[config.mk]
export PLATFORM = sky130hd
export DESIGN_NAME = shift_muldiv_ctrl_flat
export DESIGN_NICKNAME = d
export VERILOG_FILES = /design/src/rtl/shift_muldiv_ctrl_if.sv /design/src/rtl/shift_muldiv_ctrl.sv /design/src/flat_wrapper.sv
export SDC_FILE = /design/constraint.sdc
export NUM_CORES = 1
export LEC_CHECK = 0
export ABC_AREA = 1
export CORE_ASPECT_RATIO = 1.1
export CORE_MARGIN = 4
export CORE_UTILIZATION = 56
export CTS_BUF_LIST = sky130_fd_sc_hd__clkbuf_16
export CTS_CLUSTER_DIAMETER = 120
export CTS_CLUSTER_SIZE = 16
export DETAILED_ROUTE_END_ITERATION = 16
export PLACE_DENSITY = 0.84
export SETUP_SLACK_MARGIN = 0.5
export SLEW_MARGIN = 20
export SYNTH_ARGS = -nofsm -noshare
export SYNTH_HDL_FRONTEND = slang
export SYNTH_SLANG_ARGS = --single-unit
[constraint.sdc]
create_clock -name clk -period 2.15 [get_ports clk]
set_input_delay 0.5375 -clock clk [delete_from_list [all_inputs] [get_ports clk]]
set_output_delay 0.5375 -clock clk [all_outputs]
set_load 0.05 [all_outputs]
[src/rtl/shift_muldiv_ctrl_if.sv]
// Request/response bundle for the iterative shift multiplier/divider.
// The requester uses the master modport, the datapath block uses the slave modport.
interface shift_muldiv_ctrl_if #(
    parameter int WIDTH = 4
);
    logic                 in_valid;
    logic                 in_ready;
    logic                 op;
    logic [WIDTH-1:0]     a;
    logic [WIDTH-1:0]     b;
    logic                 out_valid;
    logic                 out_ready;
    logic [2*WIDTH-1:0]   result;
    logic                 div0;
    logic                 op_out;
    logic                 busy;

    modport master (
        output in_valid, op, a, b, out_ready,
        input  in_ready, out_valid, result, div0, op_out, busy
    );

    modport slave (
        input  in_valid, op, a, b, out_ready,
        output in_ready, out_valid, result, div0, op_out, busy
    );
endinterface

[src/rtl/shift_muldiv_ctrl.sv]
// Iterative unsigned multiply (shift-add) / divide (restoring), one bit per cycle.
// Fixed latency of WIDTH+1 edges from accept to out_valid for every operation.
module shift_muldiv_ctrl #(
    parameter int WIDTH = 4
) (
    input  logic               clk,
    input  logic               rst_n,
    shift_muldiv_ctrl_if.slave bus
);
    localparam int CW = $clog2(WIDTH + 1);

    typedef enum logic [1:0] {
        IDLE,
        CALC,
        DONE
    } state_e;

    state_e               state_q,  state_d;
    logic [CW-1:0]        cnt_q,    cnt_d;
    logic                 op_q,     op_d;
    logic [WIDTH-1:0]     dvsr_q,   dvsr_d;
    logic [2*WIDTH-1:0]   mcand_q,  mcand_d;
    logic [WIDTH-1:0]     mplier_q, mplier_d;
    logic [2*WIDTH-1:0]   acc_q,    acc_d;
    logic [2*WIDTH-1:0]   result_q, result_d;
    logic                 div0_q,   div0_d;
    logic                 op_out_q, op_out_d;

    // Divide: acc holds {partial remainder, unconsumed dividend bits / quotient bits}.
    logic [WIDTH:0]       trial;
    logic [WIDTH-1:0]     diff;

    // NOTE: every variable gets a default at the top of always_comb so no path
    // leaves it unassigned, which would otherwise infer a latch.
    always_comb begin
        state_d  = state_q;
        cnt_d    = cnt_q;
        op_d     = op_q;
        dvsr_d   = dvsr_q;
        mcand_d  = mcand_q;
        mplier_d = mplier_q;
        acc_d    = acc_q;
        result_d = result_q;
        div0_d   = div0_q;
        op_out_d = op_out_q;
        trial    = acc_q[2*WIDTH-1:WIDTH-1];
        diff     = trial[WIDTH-1:0] - dvsr_q;

        case (state_q)
            IDLE: begin
                if (bus.in_valid) begin
                    state_d  = CALC;
                    cnt_d    = '0;
                    op_d     = bus.op;
                    dvsr_d   = bus.b;
                    mcand_d  = {{WIDTH{1'b0}}, bus.a};
                    mplier_d = bus.b;
                    acc_d    = bus.op ? {{WIDTH{1'b0}}, bus.a} : '0;
                end
            end
            CALC: begin
                // Counts 0..WIDTH-1 doing iterations; the extra count commits the result.
                if (cnt_q == CW'(WIDTH)) begin
                    state_d  = DONE;
                    result_d = acc_q;
                    div0_d   = op_q & (dvsr_q == '0);
                    op_out_d = op_q;
                end else begin
                    cnt_d = cnt_q + CW'(1);
                    if (op_q) begin
                        if (trial >= {1'b0, dvsr_q}) begin
                            acc_d = {diff, acc_q[WIDTH-2:0], 1'b1};
                        end else begin
                            acc_d = {trial[WIDTH-1:0], acc_q[WIDTH-2:0], 1'b0};
                        end
                    end else begin
                        if (mplier_q[0]) begin
                            acc_d = acc_q + mcand_q;
                        end
                        mcand_d  = mcand_q << 1;
                        mplier_d = mplier_q >> 1;
                    end
                end
            end
            DONE: begin
                if (bus.out_ready) begin
                    state_d = IDLE;
                end
            end
            default: state_d = IDLE;
        endcase
    end

    // NOTE: state registers use non-blocking assignments so every flop samples
    // the pre-edge value of every other flop, independent of statement order.
    always_ff @(posedge clk) begin
        if (!rst_n) begin
            state_q  <= IDLE;
            cnt_q    <= '0;
            op_q     <= 1'b0;
            dvsr_q   <= '0;
            mcand_q  <= '0;
            mplier_q <= '0;
            acc_q    <= '0;
            result_q <= '0;
            div0_q   <= 1'b0;
            op_out_q <= 1'b0;
        end else begin
            state_q  <= state_d;
            cnt_q    <= cnt_d;
            op_q     <= op_d;
            dvsr_q   <= dvsr_d;
            mcand_q  <= mcand_d;
            mplier_q <= mplier_d;
            acc_q    <= acc_d;
            result_q <= result_d;
            div0_q   <= div0_d;
            op_out_q <= op_out_d;
        end
    end

    assign bus.in_ready  = (state_q == IDLE);
    assign bus.out_valid = (state_q == DONE);
    assign bus.busy      = (state_q != IDLE);
    assign bus.result    = result_q;
    assign bus.div0      = div0_q;
    assign bus.op_out    = op_out_q;
endmodule

[src/flat_wrapper.sv]
// flat-port wrapper written by rule: the top's interface ports become plain ports
module shift_muldiv_ctrl_flat 
#(
    parameter int WIDTH = 4
)
  (clk, rst_n, bus_in_valid, bus_op, bus_a, bus_b, bus_out_ready, bus_in_ready, bus_out_valid, bus_result, bus_div0, bus_op_out, bus_busy);
  shift_muldiv_ctrl_if #(.WIDTH(WIDTH)) bus_i ();
  input  logic clk;
  input  logic rst_n;
  input wire logic [$bits(bus_i.in_valid)-1:0] bus_in_valid;
  input wire logic [$bits(bus_i.op)-1:0] bus_op;
  input wire logic [$bits(bus_i.a)-1:0] bus_a;
  input wire logic [$bits(bus_i.b)-1:0] bus_b;
  input wire logic [$bits(bus_i.out_ready)-1:0] bus_out_ready;
  output wire logic [$bits(bus_i.in_ready)-1:0] bus_in_ready;
  output wire logic [$bits(bus_i.out_valid)-1:0] bus_out_valid;
  output wire logic [$bits(bus_i.result)-1:0] bus_result;
  output wire logic [$bits(bus_i.div0)-1:0] bus_div0;
  output wire logic [$bits(bus_i.op_out)-1:0] bus_op_out;
  output wire logic [$bits(bus_i.busy)-1:0] bus_busy;
  assign bus_i.in_valid = bus_in_valid;
  assign bus_i.op = bus_op;
  assign bus_i.a = bus_a;
  assign bus_i.b = bus_b;
  assign bus_i.out_ready = bus_out_ready;
  assign bus_in_ready = bus_i.in_ready;
  assign bus_out_valid = bus_i.out_valid;
  assign bus_result = bus_i.result;
  assign bus_div0 = bus_i.div0;
  assign bus_op_out = bus_i.op_out;
  assign bus_busy = bus_i.busy;
  shift_muldiv_ctrl #(.WIDTH(WIDTH)) u_core (.clk(clk), .rst_n(rst_n), .bus(bus_i));
endmodule
==> impl_summary.md <==
Synth
After synthesis, flip-flops and latches occupy 35.44% of the total area. The synthesis warning total is 0. The area share of the largest cell type after synthesis is 35.44%. Summing every instance area after synthesis gives 2260 um^2. A synthesized cell averages 7.243 um^2. The proportion of register bits with asynchronous set or reset after synthesis is 0%. The number of nets handed over by synthesis was 340. In the post-synthesis netlist, the biggest area contributors are sky130_fd_sc_hd__dfxtp_1 35%, sky130_fd_sc_hd__nand2_1 12%, sky130_fd_sc_hd__ha_1 7.2%. The cell count after synthesis came out at 312.

The number of different library cells in the post-synthesis netlist is 34. The number of flip-flops and latches in the synthesized netlist is 40. The most used flip-flop cell after synthesis is sky130_fd_sc_hd__dfxtp_1. The largest total area in the synthesized netlist belongs to sky130_fd_sc_hd__dfxtp_1. Yosys mapped a number of flops with a built-in enable equal to 0.

Power and ir drop
The internal portion of the total power is 1.397 mW. The leakage power total is 1.226 nW. After layout, the design draws a total of 1.999 mW. The share of total power consumed by net switching is 30.10%. IR analysis of the VDD net gives a maximum drop of 0.5969 mV. The share of total power in combinational logic is 23.2%. Sequential cells account for 42.1% of the total power. Summed over all nets, the switching power comes to 601.6 uW. The power share of the clock group is 34.7%. The power density over the cells is 688.8 nW/um^2.

Clock tree
The clock buffer count from CTS is 5. The TritonCTS clock tree is done. Clock latency on the worst-skew pair, taken at its later pin, is 0.28 ns. The number of sinks driven by the clock tree is 40.

The clock slew seen by the registers of the worst setup and hold paths is 0.06 ns. After clock tree synthesis, the flow added hold-fix buffers numbering 0. The H-tree depth reported by CTS is 2. The clock passes through at most 2 buffers. The cell at the root of the clock tree is sky130_fd_sc_hd__clkbuf_16.

Worst setup path
The type of the worst setup path is flip-flop to flip-flop. For the worst setup path, the data arrival time is 1.85 ns. STA classifies the critical path endpoint as a flip-flop. In this run the worst path has a maximum fanout of 4. The required time at the endpoint of the critical path is 2.36 ns. The element type at the critical path start is a flip-flop.

Finish
After the last flow step, the layout net total stands at 376. 0 antenna diodes ended up in the layout. The top cell types in the final layout, fill and taps aside, are 68 x sky130_fd_sc_hd__nand2_1, 29 x sky130_fd_sc_hd__dfxtp_1, 25 x sky130_fd_sc_hd__inv_1, 24 x sky130_fd_sc_hd__nor2_1, 23 x sky130_fd_sc_hd__a21oi_1. From synthesis to final layout, the design area changed by 28.41%. The library cell used most frequently in the layout, excluding fill and tap cells, is sky130_fd_sc_hd__nand2_1. Cells with a size suffix above 1 make up 26.15% of the layout.

Drt
For this block, the initial DRC count from the detailed router was 137. Across all layers, the routed design uses 2255 vias. Using the TritonRoute via totals, the vias-per-cell ratio works out to 5.666. After detailed routing, the number of remaining DRC violations is 0. The number of search-and-repair iterations in the first detailed-routing pass is 5. Wires add up to 6.111 mm. Once detail routing completed, the nets flagged for antenna violations numbered 0. Dividing the detail-routed wire length by the instance count gives 15.35 um.

Die
The area of the die is 5117 um^2. The die is 68.57 um wide. The total number of placement rows is 23.

The initial core utilization is 59.94%. The floorplan step set the die height to 74.63 um. Pin placement for this block handled 26 I/O pins. The area inside the core boundary is 3770 um^2.

STA
Static timing analysis puts the maximum clock frequency at 609.5 MHz. The post-route minimum period is 1.641 ns. The clock skew after layout is 0.003422 ns. Setup repair after global routing could not meet its margin everywhere. After layout, the worst path uses 76.31% of the clock period. The number of failing hold endpoints at the final stage is 0. Setup violations remaining at the end of the flow were counted as 0. Headroom to the max-slew limit came out at 63.74%. For the pin with the worst max-slew slack, the measured transition is 0.5434 ns. The total negative slack for setup checks is 0 ns. The final count of pins violating max slew came to 0.

Global routing
The initial antenna violation count is 0. The pin count of the biggest net entering global routing is 17. For this run, the total global-route usage over all layers was measured as 22.93%. The first-pass GRT wire length is 8.811 mm. The aggregate global routing overflow is 0.

The number of global-route vias before repair is 2035.

Placed design
Routability-driven placement finished with a final weighted congestion of 0.8773. The number of buffers added on ports is 25. Once detailed placement completed, the half-perimeter wirelength came to 4.111 mm.

Hold path
The classification of the worst-slack hold path is flip-flop to flip-flop.

Outcome
The run finished with clean final reports.

Run
The max-cap violation count is 0.
## cell usage after synthesis, types with 3 or more instances
library cell               instances
sky130_fd_sc_hd__a21oi_2           4
sky130_fd_sc_hd__a31oi_1          10
sky130_fd_sc_hd__a21oi_1          25
sky130_fd_sc_hd__nand2_1          70
sky130_fd_sc_hd__nand2_2           4
sky130_fd_sc_hd__nand3_1          19
sky130_fd_sc_hd__o21ai_1          13
sky130_fd_sc_hd__inv_1            29
sky130_fd_sc_hd__nand3_2           4
sky130_fd_sc_hd__dfxtp_1          40
sky130_fd_sc_hd__clkbuf_1          6
sky130_fd_sc_hd__inv_2             4
sky130_fd_sc_hd__nor2_1           24
sky130_fd_sc_hd__ha_1             13
sky130_fd_sc_hd__o21ai_0          13
sky130_fd_sc_hd__buf_2             3
## power groups by stage
stage / Sequential [mW] / Combinational [mW] / Clock (mW)
2_1_floorplan: 0.826 / 0.295 / 0
3_3_place_gp: 0.840 / 0.370 / 0
3_5_place_dp: 0.841 / 0.379 / 0
4_1_cts: 0.827 / 0.389 / 0.700
5_1_grt: 0.846 / 0.511 / 0.729
6_report: 0.842 / 0.463 / 0.694
## layer usage
| metal | GRT usage, % | vias up | share of wire, % |
|---|---|---|---|
| met5 | 0 | - | 0 |
| met4 | 9.492 | 0 | 3.2 |
| met3 | 5.075 | 23 | 5.9 |
| met2 | 40.19 | 98 | 51 |
| met1 | 26.64 | 1029 | 40 |
| li1 | - | 1105 | - |
## cell type report
type	instances	area, um^2
fill	270	868.3
timing repair buffer	40	327.8
sequential	40	824.5
clock buffer	5	125.1
tap	50	62.56
inverter	37	148.9
multi-input combinational	224	1400
clock inverter	2	12.51
## through the flow
stage | cells | setup slack [ns] | hold slack, ns | cell area (um^2) | util [%]
floorplan | 312 | 0.4693 | 0.4375 | 2265 | -
global placement | 382 | 0.2712 | 0.4532 | 2555 | 67.77
detailed placement | 382 | 0.2143 | 0.4671 | 2555 | 67.77
CTS | 389 | 0.4820 | 0.4755 | 2726 | 72.32
global route | 398 | 0.4437 | 0.5040 | 2902 | 76.97
finish | 398 | 0.5093 | 0.4765 | 2902 | 76.97
## state kept, by name, indices dropped and copies added, names as in the netlist
signal	cells
u_core.dvsr_q	4
u_core.bus.result	8
u_core.state_q	2
u_core.cnt_q	3
u_core.mplier_q	4
u_core.bus.op_out	1
u_core.bus.div0	1
u_core.op_q	1
u_core.mcand_q	8
u_core.acc_q	8
## kinds of logic (layout without fill, tap and decap cells)
family / count (synthesis) / after routing / synth area share, %
AOI/OAI and AO/OA: 70 / 70 / 17.77
xor gates and xnor gates: 4 / 4 / 1.551
adders and majority gates: 15 / 15 / 8.970
buffers and inverters: 48 / 84 / 9.025
DFF: 40 / 40 / 35.44
and+or+nand+nor: 135 / 135 / 27.24
## critical path, cell delays in order, from the launching register on
cell                      delay (ns)
sky130_fd_sc_hd__dfxtp_4        0.38
sky130_fd_sc_hd__inv_4          0.07
sky130_fd_sc_hd__ha_4           0.12
sky130_fd_sc_hd__inv_1          0.06
sky130_fd_sc_hd__fa_1           0.37
sky130_fd_sc_hd__xor2_1         0.21
sky130_fd_sc_hd__nand2_1        0.09
sky130_fd_sc_hd__nand3_1        0.09
sky130_fd_sc_hd__nand3_2        0.07
sky130_fd_sc_hd__a21oi_2        0.11
## final timing paths
path         cells after the start  slack [ns]               from                 to
min                              2        0.48  u_core.mcand_q[7]  u_core.mcand_q[7]
max reg2reg                      9        0.51    u_core.acc_q[3]    u_core.acc_q[6]
min reg2reg                      2        0.48  u_core.mcand_q[7]  u_core.mcand_q[7]
max                              9        0.51    u_core.acc_q[3]    u_core.acc_q[6]
## repair_timing
action                                 4_1_cts  5_1_grt
cloned                                       0        0
setup buffers                                0        9
endpoints found under the hold margin        0        0
setup endpoints to repair                   15       29
gates resized for setup                     31       41
pin swaps                                    0       10
(Power assumes the default switching activity.)
